$ cat config.mk
export PLATFORM = sky130hd
export DESIGN_NAME = coin_acceptor
export DESIGN_NICKNAME = d
export VERILOG_FILES = /design/src/rtl/coin_pkg.sv /design/src/rtl/sync_2ff.sv /design/src/rtl/coin_acceptor.sv
export SDC_FILE = /design/constraint.sdc
export NUM_CORES = 1
export LEC_CHECK = 0
export BUFFER_PORTS_ARGS = -buffer_cell sky130_fd_sc_hd__buf_2
export CAP_MARGIN = 20
export CORE_MARGIN = 2
export CORE_UTILIZATION = 40
export CTS_BUF_LIST = sky130_fd_sc_hd__clkbuf_4
export CTS_CLUSTER_SIZE = 30
export DETAILED_ROUTE_END_ITERATION = 6
export RECOVER_POWER = 100
export SYNTH_ARGS = -nofsm -noshare
export SYNTH_HDL_FRONTEND = slang
export SYNTH_SLANG_ARGS = --single-unit
$ cat constraint.sdc
create_clock -name clk -period 4.75 [get_ports clk]
set_input_delay 0.7125 -clock clk [delete_from_list [all_inputs] [get_ports clk]]
set_output_delay 0.7125 -clock clk [all_outputs]
set_load 0.01 [all_outputs]
$ cat src/rtl/coin_pkg.sv
// Shared definitions for the coin acceptor: coin codes, FSM states and the
// denomination encoder.
package coin_pkg;

  localparam logic [1:0] COIN_NONE = 2'b00;
  localparam logic [1:0] COIN_1    = 2'b01;
  localparam logic [1:0] COIN_2    = 2'b10;
  localparam logic [1:0] COIN_3    = 2'b11;

  typedef enum logic [2:0] {
    ST_IDLE         = 3'd0,
    ST_QUALIFY      = 3'd1,
    ST_ACCEPT       = 3'd2,
    ST_WAIT_RELEASE = 3'd3,
    ST_JAM          = 3'd4
  } state_t;

  function automatic logic is_one_hot(input logic [2:0] v);
    return (v == 3'b001) || (v == 3'b010) || (v == 3'b100);
  endfunction

  function automatic logic [1:0] encode_coin(input logic [2:0] pat);
    logic [1:0] code;
    case (pat)
      3'b001:  code = COIN_1;
      3'b010:  code = COIN_2;
      3'b100:  code = COIN_3;
      default: code = COIN_NONE;
    endcase
    return code;
  endfunction

endpackage

$ cat src/rtl/sync_2ff.sv
// Two-flop synchroniser for a vector of independent asynchronous inputs.
// Bits are not coherent with each other; the consumer debounces the vector.
module sync_2ff #(
  parameter int WIDTH = 1
) (
  input  logic             clk,
  input  logic             rst,
  input  logic [WIDTH-1:0] d,
  output logic [WIDTH-1:0] q
);

  logic [WIDTH-1:0] meta_reg;
  logic [WIDTH-1:0] sync_reg;

  for (genvar gi = 0; gi < WIDTH; gi++) begin : g_bit
    always_ff @(posedge clk or negedge rst) begin
      if (!rst) begin
        meta_reg[gi] <= 1'b0;
        sync_reg[gi] <= 1'b0;
      end else begin
        meta_reg[gi] <= d[gi];
        sync_reg[gi] <= meta_reg[gi];
      end
    end
  end

  assign q = sync_reg;

endmodule

$ cat src/rtl/coin_acceptor.sv
// Coin acceptor front end: synchronises the denomination sensors, debounces
// insertions and releases, rejects invalid/inhibited coins and detects jams.
module coin_acceptor
  import coin_pkg::*;
#(
  parameter int DEBOUNCE_CYCLES = 4,
  parameter int JAM_CYCLES      = 64
) (
  input  logic       clk,
  input  logic       rst,
  input  logic [2:0] sense,
  input  logic       inhibit,
  output logic [1:0] coin_in,
  output logic       reject,
  output logic       jam
);

  localparam int CW = $clog2(JAM_CYCLES + 1);
  // Counters compare against "last sample" so the edge that takes the
  // N-th qualifying sample is the one that acts on it.
  localparam logic [CW-1:0] DEB_LAST = CW'(DEBOUNCE_CYCLES - 1);
  localparam logic [CW-1:0] JAM_LAST = CW'(JAM_CYCLES - 1);

  logic [2:0]    s;
  state_t        state_reg;
  logic [2:0]    pat_reg;
  logic [CW-1:0] cnt_reg;
  logic [CW-1:0] rel_cnt_reg;
  logic [CW-1:0] hold_cnt_reg;
  logic          rej_pend_reg;

  sync_2ff #(.WIDTH(3)) u_sync (
    .clk (clk),
    .rst (rst),
    .d   (sense),
    .q   (s)
  );

  always_ff @(posedge clk or negedge rst) begin
    if (!rst) begin
      state_reg    <= ST_WAIT_RELEASE;
      pat_reg      <= 3'b000;
      cnt_reg      <= '0;
      rel_cnt_reg  <= '0;
      hold_cnt_reg <= '0;
      rej_pend_reg <= 1'b0;
      coin_in      <= COIN_NONE;
      reject       <= 1'b0;
      jam          <= 1'b0;
    end else begin
      coin_in <= COIN_NONE;
      reject  <= 1'b0;
      case (state_reg)
        ST_IDLE: begin
          if (s != 3'b000) begin
            pat_reg   <= s;
            cnt_reg   <= CW'(1);
            state_reg <= ST_QUALIFY;
          end
        end
        ST_QUALIFY: begin
          if (s != pat_reg) begin
            state_reg <= ST_IDLE;
          end else if (cnt_reg == DEB_LAST) begin
            // Decision edge: inhibit is only looked at here.
            rej_pend_reg <= !is_one_hot(pat_reg) || inhibit;
            state_reg    <= ST_ACCEPT;
          end else begin
            cnt_reg <= cnt_reg + CW'(1);
          end
        end
        ST_ACCEPT: begin
          // Shared output stage so coin and reject pulses have equal latency.
          if (rej_pend_reg) begin
            reject <= 1'b1;
          end else begin
            coin_in <= encode_coin(pat_reg);
          end
          rel_cnt_reg  <= '0;
          hold_cnt_reg <= '0;
          state_reg    <= ST_WAIT_RELEASE;
        end
        ST_WAIT_RELEASE: begin
          if (s == 3'b000) begin
            if (rel_cnt_reg == DEB_LAST) begin
              rel_cnt_reg  <= '0;
              hold_cnt_reg <= '0;
              state_reg    <= ST_IDLE;
            end else begin
              rel_cnt_reg <= rel_cnt_reg + CW'(1);
            end
          end else begin
            rel_cnt_reg <= '0;
            if (hold_cnt_reg == JAM_LAST) begin
              jam       <= 1'b1;
              state_reg <= ST_JAM;
            end else begin
              hold_cnt_reg <= hold_cnt_reg + CW'(1);
            end
          end
        end
        ST_JAM: begin
          if (s == 3'b000) begin
            if (rel_cnt_reg == DEB_LAST) begin
              rel_cnt_reg  <= '0;
              hold_cnt_reg <= '0;
              jam          <= 1'b0;
              state_reg    <= ST_IDLE;
            end else begin
              rel_cnt_reg <= rel_cnt_reg + CW'(1);
            end
          end else begin
            rel_cnt_reg <= '0;
          end
        end
        default: begin
          jam       <= 1'b0;
          state_reg <= ST_IDLE;
        end
      endcase
    end
  end

endmodule

==> impl_results.rst, run 1 <==
.. list-table::
   :header-rows: 1

   * - Metric
     - Value
   * - Run status
     - finished, violations left
   * - Failing checks
     - capacitance limit, slew limit
   * - Largest net degree at the start of global routing
     - 39
   * - Share of post-route cells with drive strength above 1
     - 7.576%
   * - Basic-gate share of the synthesized area counting and, or, nand and nor cells
     - 22.41%
   * - Antenna Violating Nets Remaining
     - 0
   * - Antenna diode instance count
     - 0
   * - Synth Flop Type
     - dfrtp_1
   * - Fraction of synthesized cell area in xor and xnor cells
     - 5.046%
   * - Final wirelength
     - 3611 um
   * - Std-Cell Core Area
     - 4661 um2
   * - Largest voltage drop on the vdd net
     - 0.0001764 V
   * - Buffer depth of the longest clock path
     - 2
   * - Area share of fa/ha/maj cells after synthesis
     - 1.966%
   * - Starting Density
     - 40.97%
   * - Average size of a mapped cell
     - 10.21 um2
   * - Hold/Removal Path Class
     - flip-flop to flip-flop
   * - Count of input and output buffers
     - 9
   * - Total power per unit cell area
     - 438.1 nW/um2
   * - Rel. slew slack
     - -31.78%
   * - Post-route fraction of the period consumed by the critical path
     - 60.68%
   * - Setup repair after global routing missed its margin
     - false
   * - Clk sink count
     - 38
   * - Total number of yosys warnings
     - 0
   * - Count of unique library cells instantiated by Yosys
     - 43
   * - Area growth from synthesis to layout
     - 4.980%
   * - Synth Register Bits
     - 38
   * - Crit path buffers/inverters
     - 0
   * - Fmax achieved
     - 346.9 MHz
   * - Cts-stage hold buffer count
     - 0
   * - Number of cells traversed by the worst register-to-register path
     - 5
   * - Delay contributed by the slowest stage of the critical path
     - 0.81 ns
   * - Compound-cell area share of the yosys netlist
     - 16.91%
   * - Highest-utilization routing layer at the global route stage
     - met2
   * - Met1 track demand over resource in global routing
     - 20.35%
   * - CP top delay family
     - simple AND/OR/NAND/NOR gates
   * - Area leader, netlist
     - dfrtp_1
   * - Area of the mapped netlist
     - 1909 um2
   * - Cell-by-cell listing of the critical path
     - ha_1, or4b_2, nor3_1, a211oi_1, mux2_2
   * - Most area-consuming cells after synthesis
     - dfrtp_1 (47%), xor2_1 (4.1%), nor2_1 (3.1%)
   * - Worst endpoint required time
     - 5.00 ns
   * - Number of buffers inserted during clock tree synthesis
     - 5
   * - Placement row count
     - 25
   * - Source-to-sink clock delay at the later pin of the worst-skew pair
     - 0.35 ns
   * - Met2 layer usage reported by global route
     - 25.03%
   * - Final max-slew violation count
     - 39
   * - Height of the die
     - 73.09 um
   * - Crit Reg-Reg Startpoint
     - rel_cnt_reg[1]
   * - I/O pin cnt
     - 10
   * - Buffer count from post-CTS setup fixing
     - 0
   * - Via-per-instance ratio
     - 5.651
   * - Clock slew at reported path FFs
     - 0.11 ns
   * - Endpoint of the lowest-slack register-to-register path
     - rel_cnt_reg[0]
   * - Top post-synthesis cells by count
     - dfrtp_1 (36), nor2_1 (16), nand2_1 (12), nand3_1 (11), a21oi_1 (10)
   * - Routability-driven placement congestion ratio
     - 0.8476
   * - Leakage power
     - 0.0008928 uW
   * - Total vias in the final route
     - 1424
   * - Slew at the pin closest to its max-slew limit
     - 1.977 ns
   * - Post-synthesis mux area share
     - 1.638%
   * - Share of synthesized flip-flops with an asynchronous set or reset
     - 100.0%
   * - Min-Delay Startpoint
     - u_sync.meta_reg[2]
   * - CTS Root Buffer Type
     - clkbuf_4
   * - Share of Yosys cell area claimed by the top area cell type
     - 47.18%
   * - # Max-Cap Violations
     - 1
   * - CP Class
     - flip-flop to flip-flop
   * - Hpwl dp
     - 2612 um
   * - Cell with the most instances after synthesis
     - dfrtp_1
   * - Global-route wire length before repair
     - 6492 um
   * - Number of iterations in the first detailed-routing pass
     - 5
   * - CTS H-tree depth
     - 2
   * - Total Nets Final
     - 206
   * - Flop2flop setup slack
     - 1.87 ns
   * - Number of enable-type register cells in the synthesized netlist
     - 0
   * - Worst setup EP type
     - flip-flop
   * - Minimum period implied by the final worst setup slack
     - 2.882 ns
   * - Number of antenna violations at the first check in global routing
     - 0
   * - Worst min-delay path endpoint
     - u_sync.q[2]
   * - # resized after CTS
     - 0
   * - Vias in the first global route
     - 1420
   * - Number of standard cells in the layout, taps in and fillers out
     - 252
   * - Total instance count after detailed placement
     - 244
   * - Die Area
     - 5342 um2
   * - Dominant combinational cell family by area after synthesis
     - simple AND/OR/NAND/NOR gates
   * - Post-synth net total
     - 196
   * - Grt total ovfl
     - 0
   * - First-iteration detailed-routing DRC count
     - 99
   * - Overall fraction of global-route tracks in use
     - 15.65%
   * - Overall power of the completed layout
     - 878.1 uW
   * - Number of cells traversed by the worst hold path
     - 0
   * - Maximum fanout encountered on the critical timing path
     - 10
   * - Setup Total Neg Slack
     - 0 ns
   * - Final setup violation count
     - 0
   * - Share of the yosys chip area belonging to registers
     - 49.93%
   * - Horizontal extent of the die
     - 73.09 um
   * - Clock Skew
     - 0.01625 ns
   * - CP Data Arrival Time
     - 3.13 ns
   * - Hold violation total from the final report
     - 0
   * - DRC
     - 0
   * - Number of instances in the synthesized netlist
     - 187
   * - Critical path launch point type
     - flip-flop
   * - Met3 usage
     - 3.729%
   * - Routed wire length per instance
     - 14.33 um
   * - Clock tree from TritonCTS
     - done
   * - Cell with the biggest individual delay on the critical path
     - nor3_1
## power by group
| part | switching (uW) | internal (uW) | leakage, uW |
|---|---|---|---|
| clock | 107 | 55.0 | 0.0000286 |
| combinational | 155 | 110 | 0.000372 |
| sequential | 71.7 | 379 | 0.000492 |
## layout by cell type (no fill, tap or decap), drive strengths merged, types with 2 or more instances in the layout
cell type	count
a22o	6
nand2	12
xnor2	2
o21a	4
buf	4
nand3b	2
a21oi	10
nor2	16
a31oi	7
nor3	8
o31ai	2
nand2b	7
ha	3
xor2	9
nand4	3
nor4	3
o21ai	6
inv	4
dfstp	2
clkinv	2
nand3	11
clkbuf	10
dfrtp	36
nor2b	3
a211oi	4
mux2i	2
and2	2
and3	5
## stage by stage
step / cell area [um2] / hold slack, ns / util (%) / setup WS [ns]
6_report: 2004 / 0.3601 / 43.01 / 1.868
5_1_grt: 2004 / 0.3724 / 43.01 / 1.678
4_1_cts: 2051 / 0.3623 / 44.00 / 2.542
3_5_place_dp: 1997 / 0.3347 / 42.85 / 2.556
3_3_place_gp: 1997 / 0.3328 / 42.85 / 2.651
2_1_floorplan: 1909 / 0.3312 / - / 2.753
## layout make-up
class,count,area (um2)
Clock buffer,5,37.54
Sequential cell,38,953.4
Multi-Input combinational cell,139,875.8
Timing Repair Buffer,9,38.79
Fill cell,454,2656
Clock inverter,3,16.27
Tap cell,54,67.56
Inverter,4,15.01
## worst max-delay path by stage
stage / startpoint / cells after the start / endpoint / slack, ns
5_1_grt: rel_cnt_reg[1] / 5 / rel_cnt_reg[0] / 1.68
2_1_floorplan: rel_cnt_reg[1] / 6 / hold_cnt_reg[2] / 2.75
3_5_place_dp: rel_cnt_reg[1] / 6 / hold_cnt_reg[2] / 2.56
4_1_cts: rel_cnt_reg[1] / 6 / hold_cnt_reg[2] / 2.54
3_3_place_gp: rel_cnt_reg[1] / 6 / hold_cnt_reg[2] / 2.65
6_report: rel_cnt_reg[1] / 5 / rel_cnt_reg[0] / 1.87
## cell families after synthesis
| group | Yosys count |
|---|---|
| AO/OA/AOI/OAI | 46 |
| XOR/XNOR | 11 |
| adder cells (fa/ha/maj) | 3 |
| buffers and inverters | 10 |
| flip-flops | 38 |
| multiplexers | 3 |
| AND/OR/NAND/NOR | 76 |
## worst reg2reg max path, stage by stage, from the launching register on
cell      delay [ns]
dfrtp_1         0.41
ha_1            0.22
or4b_2          0.59
nor3_1          0.81
a211oi_1        0.37
mux2_2          0.37
## metal layers
metal	part of all wire (%)	wire length, um	vias to the layer above
li1	-	-	705
met1	47	1683	688
met2	48	1723	24
met3	4.0	146	7
met4	1.6	57	0
met5	0	0	-
Note: power is estimated with default switching activity, not from simulation.
==> inputs of run 2 (changes only) <==
==> constraint.sdc (replaced) <==
create_clock -name clk -period 2.7 [get_ports clk]
set_input_delay 0.405 -clock clk [delete_from_list [all_inputs] [get_ports clk]]
set_output_delay 0.405 -clock clk [all_outputs]
set_load 0.01 [all_outputs]
==> impl_results.rst, run 2 (same netlist as run 1, synthesis figures left out) <==
.. list-table::
   :header-rows: 1

   * - Metric
     - Value
   * - Clk sink count
     - 38
   * - Via-per-instance ratio
     - 5.719
   * - # fillers
     - 427
   * - CTS H-tree depth
     - 2
   * - Std-Cell Core Area
     - 4661 um2
   * - CP Class
     - flip-flop to flip-flop
   * - Height of the die
     - 73.09 um
   * - Fmax achieved
     - 430.8 MHz
   * - Worst setup EP type
     - flip-flop
   * - Clock slew at reported path FFs
     - 0.12 ns
   * - # resized after CTS
     - 0
   * - Cell-by-cell listing of the critical path
     - or3b_2, nor4_2, nand2_1, o21ai_0, o21ai_0
   * - CP Data Arrival Time
     - 2.58 ns
   * - Clock Skew
     - 0.01496 ns
   * - Number of iterations in the first detailed-routing pass
     - 4
   * - Share of post-route cells with drive strength above 1
     - 9.045%
   * - Total vias in the final route
     - 1447
   * - Minimum period implied by the final worst setup slack
     - 2.321 ns
   * - Largest voltage drop on the vdd net
     - 0.0003042 V
   * - Cts-stage hold buffer count
     - 0
   * - Total instance count after detailed placement
     - 245
   * - Leakage power
     - 0.0008906 uW
   * - Run status
     - finished, violations left
   * - Routability-driven placement congestion ratio
     - 0.8480
   * - DRC
     - 0
   * - Clock tree from TritonCTS
     - done
   * - Number of buffers inserted during clock tree synthesis
     - 5
   * - Buffer depth of the longest clock path
     - 2
   * - Most frequent CP cell
     - o21ai_0
   * - Highest-utilization routing layer at the global route stage
     - met2
   * - Grt total ovfl
     - 0
   * - Number of antenna violations at the first check in global routing
     - 0
   * - Global-route wire length before repair
     - 6375 um
   * - Horizontal extent of the die
     - 73.09 um
   * - Hpwl dp
     - 2686 um
   * - # Max-Cap Violations
     - 1
   * - Post-route fraction of the period consumed by the critical path
     - 85.97%
   * - Total power per unit cell area
     - 763.2 nW/um2
   * - Area growth from synthesis to layout
     - 6.291%
   * - Worst endpoint required time
     - 2.96 ns
   * - Met2 layer usage reported by global route
     - 26.13%
   * - Rel. slew slack
     - -31.57%
   * - Met1 track demand over resource in global routing
     - 19.26%
   * - Final max-slew violation count
     - 39
   * - Met3 usage
     - 2.901%
   * - Crit path buffers/inverters
     - 0
   * - Failing checks
     - capacitance limit, slew limit
   * - Delay contributed by the slowest stage of the critical path
     - 0.64 ns
   * - Source-to-sink clock delay at the later pin of the worst-skew pair
     - 0.34 ns
   * - CP top delay family
     - simple AND/OR/NAND/NOR gates
   * - First-iteration detailed-routing DRC count
     - 65
   * - Most common cell after layout, fill and taps aside
     - dfrtp_1
   * - Number of standard cells in the layout, taps in and fillers out
     - 253
   * - I/O pin cnt
     - 10
   * - Hold violation total from the final report
     - 0
   * - Hold/Removal Path Class
     - input pin to flip-flop
   * - Setup Total Neg Slack
     - 0 ns
   * - Antenna diode instance count
     - 0
   * - Die Area
     - 5342 um2
   * - Slew at the pin closest to its max-slew limit
     - 1.974 ns
   * - Largest net degree at the start of global routing
     - 39
   * - Critical path launch point type
     - flip-flop
   * - Cell with the biggest individual delay on the critical path
     - dfstp_2
   * - Overall fraction of global-route tracks in use
     - 15.56%
   * - Placement row count
     - 25
   * - Starting Density
     - 40.97%
   * - CTS Root Buffer Type
     - clkbuf_4
   * - Count of input and output buffers
     - 9
   * - Vias in the first global route
     - 1423
   * - Routed wire length per instance
     - 14.43 um
   * - Buffer count from post-CTS setup fixing
     - 0
   * - Final wirelength
     - 3651 um
   * - Setup repair after global routing missed its margin
     - false
   * - Most frequent cells in the layout
     - dfrtp_1 (36), nor2_1 (16), nand2_1 (12)
   * - Maximum fanout encountered on the critical timing path
     - 10
   * - Total Nets Final
     - 207
   * - Antenna Violating Nets Remaining
     - 0
   * - Final setup violation count
     - 0
[run 2: path summary, 6_finish.rpt]
kind	end	cells after the start	slack (ns)	from
setup / recovery	state_reg[1]	5	0.38	state_reg[0]
hold / removal	u_sync.meta_reg[0]	1	0.16	sense[0]
setup reg to reg	state_reg[1]	5	0.38	state_reg[0]
hold reg to reg	u_sync.q[1]	0	0.36	u_sync.meta_reg[1]
max in group asynchronous	jam	1	0.96	rst
min in group asynchronous	cnt_reg[3]	1	0.60	rst
[run 2: area by class of cell]
class	count	area, um2	share of cell area [%]
Clock buffer	5	37.54	1.850
Clock inverter	3	16.27	0.8015
Inverter	4	15.01	0.7398
Multi-Input combinational cell	139	897.1	44.20
Sequential cell	38	953.4	46.98
Tap cell	54	67.56	3.329
Timing Repair Buffer	10	42.54	2.096
[run 2: stage by stage]
stage	power [uW]	utilization (%)	worst slack [ns]	hold WS (ns)	area, um2
2_1_floorplan	1180	-	0.7031	0.1094	1909
3_3_place_gp	1282	43.01	0.6009	0.3327	2004
3_5_place_dp	1304	43.01	0.5110	0.3355	2004
4_1_cts	1587	44.16	0.4698	0.1395	2058
5_1_grt	1680	43.54	0.1740	0.1295	2029
6_report	1549	43.54	0.3788	0.1583	2029
[run 2: where the power goes]
part,internal (uW),switching [uW]
logic,194,277
registers,669,127
clock network,96.9,184
[run 2: metal layers]
layer	up-vias	wire length (um)
met5	-	0
met4	0	75
met3	9	105
met2	27	1768
met1	712	1701
li1	699	-
==> inputs of run 3 (changes only) <==
--- a/config.mk
+++ b/config.mk
@@ -12,6 +12,7 @@
 export CTS_BUF_LIST = sky130_fd_sc_hd__clkbuf_4
 export CTS_CLUSTER_SIZE = 30
 export DETAILED_ROUTE_END_ITERATION = 6
+export PLACE_DENSITY = 0.65
 export RECOVER_POWER = 100
 export SYNTH_ARGS = -nofsm -noshare
 export SYNTH_HDL_FRONTEND = slang
==> impl_results.rst, run 3 (same netlist as run 1, synthesis figures left out) <==
.. list-table::
   :header-rows: 1

   * - Metric
     - Value
   * - Run status
     - finished, violations left
   * - Failing checks
     - capacitance limit, slew limit
   * - Overall fraction of global-route tracks in use
     - 15.43%
   * - Buffer depth of the longest clock path
     - 2
   * - Sum of met3 wire segment lengths after detailed routing
     - 79 um
   * - Source-to-sink clock delay at the later pin of the worst-skew pair
     - 0.34 ns
   * - Die Area
     - 5342 um2
   * - Net switching share of the total power
     - 38.33%
   * - Delay contributed by the slowest stage of the critical path
     - 0.71 ns
   * - Slew at the pin closest to its max-slew limit
     - 1.959 ns
   * - Worst slack on hold paths
     - 0.1605 ns
   * - Global-route wire length before repair
     - 6327 um
   * - Post-route fraction of the period consumed by the critical path
     - 82.72%
   * - NetSw
     - 604.9 uW
   * - Setup Total Neg Slack
     - 0 ns
   * - Worst setup EP type
     - flip-flop
   * - Via-per-instance ratio
     - 5.466
   * - Cts-stage hold buffer count
     - 0
   * - Cell with the biggest individual delay on the critical path
     - dfstp_1
   * - Maximum fanout encountered on the critical timing path
     - 10
   * - Worst endpoint required time
     - 2.93 ns
   * - CP Data Arrival Time
     - 2.46 ns
   * - First-iteration detailed-routing DRC count
     - 87
   * - Hold violation total from the final report
     - 0
   * - Total vias in the final route
     - 1383
   * - Final wirelength
     - 3611 um
   * - Std-Cell Core Area
     - 4661 um2
   * - Clock slew at reported path FFs
     - 0.12 ns
   * - DRC
     - 0
   * - Total power per unit cell area
     - 773.8 nW/um2
   * - Starting Density
     - 40.97%
   * - Register share of total power
     - 50.2%
   * - Total cell area at the placement stage
     - 2004 um2
   * - Final max-slew violation count
     - 39
   * - Crit Reg-Reg Startpoint
     - state_reg[0]
   * - Share of post-route cells with drive strength above 1
     - 9.045%
   * - CTS Root Buffer Type
     - clkbuf_4
   * - Fmax achieved
     - 447.8 MHz
   * - Min-Delay Startpoint
     - sense[1]
   * - Setup repair after global routing missed its margin
     - false
   * - Routed wire length per instance
     - 14.27 um
   * - # Max-Cap Violations
     - 1
   * - # fillers
     - 442
   * - Clock Skew
     - 0.01272 ns
   * - Horizontal extent of the die
     - 73.09 um
   * - Most common cell after layout, fill and taps aside
     - dfrtp_1
   * - Routability-driven placement congestion ratio
     - 0.7989
   * - Cell-by-cell listing of the critical path
     - or3b_2, nor4_4, inv_1, o21ai_0, o31ai_1
   * - Buffer count from post-CTS setup fixing
     - 0
   * - Clock tree from TritonCTS
     - done
   * - Antenna diode instance count
     - 0
   * - Crit path buffers/inverters
     - 1
   * - Critical path launch point type
     - flip-flop
   * - CP top delay family
     - simple AND/OR/NAND/NOR gates
   * - Vias in the first global route
     - 1361
   * - Minimum period implied by the final worst setup slack
     - 2.233 ns
   * - Highest Signal Layer
     - met4
   * - CP Class
     - flip-flop to flip-flop
   * - Final cell area excluding filler cells
     - 2039 um2
   * - Final setup violation count
     - 0
   * - Hold/Removal Path Class
     - input pin to flip-flop
   * - Largest voltage drop on the vdd net
     - 0.0004737 V
   * - I/O pin cnt
     - 10
   * - Number of iterations in the first detailed-routing pass
     - 5
   * - Share of total power in the clock network
     - 18.6%
   * - Cell Int Power
     - 973.3 uW
   * - Placement row count
     - 25
   * - Count of input and output buffers
     - 9
   * - CTS H-tree depth
     - 2
   * - Clk sink count
     - 38
   * - DRT met1 WL
     - 1743 um
   * - Hpwl dp
     - 2495 um
   * - Comb power frac
     - 31.2%
   * - Number of buffers inserted during clock tree synthesis
     - 5
   * - # resized after CTS
     - 0
   * - Rel. slew slack
     - -30.63%
   * - Most frequent cells in the layout
     - dfrtp_1 (36), nor2_1 (16), nand2_1 (12)
   * - Crit path from
     - state_reg[0]
   * - Largest net degree at the start of global routing
     - 39
   * - Number of antenna violations at the first check in global routing
     - 0
   * - Leakage power
     - 0.0008984 uW
   * - Grt total ovfl
     - 0
   * - Core occupancy in the finished layout
     - 43.76%
   * - Met2 wire length
     - 1723 um
   * - Height of the die
     - 73.09 um
   * - Antenna Violating Nets Remaining
     - 0
   * - Total Nets Final
     - 207
   * - Area growth from synthesis to layout
     - 6.815%
[run 3: cell count changes in the layout (fill, tap and decap cells not counted), sizes merged]
cell / delta
clkbuf: +1
clkinvlp: -1
[run 3: worst paths after layout]
path / end / slack, ns / cells past startpoint
max in group asynchronous: jam / 0.98 / 1
worst max-delay path: rej_pend_reg / 0.47 / 5
min in group asynchronous: cnt_reg[5] / 0.60 / 1
worst max register to register: rej_pend_reg / 0.47 / 5
worst min register to register: u_sync.q[0] / 0.37 / 0
worst min-delay path: u_sync.meta_reg[1] / 0.16 / 1
[run 3: power groups by stage]
stage	Combinational, uW	Clock [uW]	Sequential (uW)
after floorplan	437	0	744
after global routing	561	333	810
after detailed placement	503	0	805
after global placement	489	0	804
after CTS	505	307	794
final	492	294	792
[run 3: metrics by stage]
stage	instances	worst slack [ns]	power [uW]
floorplan	187	0.7031	1180
global placement	245	0.5989	1293
detailed placement	245	0.5417	1308
CTS	253	0.5242	1605
global route	253	0.2882	1703
finish	253	0.4666	1578
[run 3: worst reg2reg max path, stage by stage, from the launching register on]
cell     delay [ns]
dfstp_1        0.71
or3b_2         0.52
nor4_4         0.47
inv_1          0.15
o21ai_0        0.18
o31ai_1        0.10
[run 3: final cells by class]
| class | instances | area [um2] | share of cell area [%] |
|---|---|---|---|
| multi-input cells | 139 | 905.9 | 44.42 |
| flip-flops and latches | 38 | 953.4 | 46.75 |
| clock buffers | 6 | 45.04 | 2.209 |
| inverters | 4 | 15.01 | 0.7362 |
| well taps | 54 | 67.56 | 3.313 |
| clock inverters | 2 | 10.01 | 0.4908 |
| repair buffers | 10 | 42.54 | 2.086 |
[run 3: layer usage]
metal	up-vias	GRT usage (%)
met5	-	0
met3	7	4.282
met1	649	20.23
met2	24	24.42
li1	703	-
met4	0	5.556
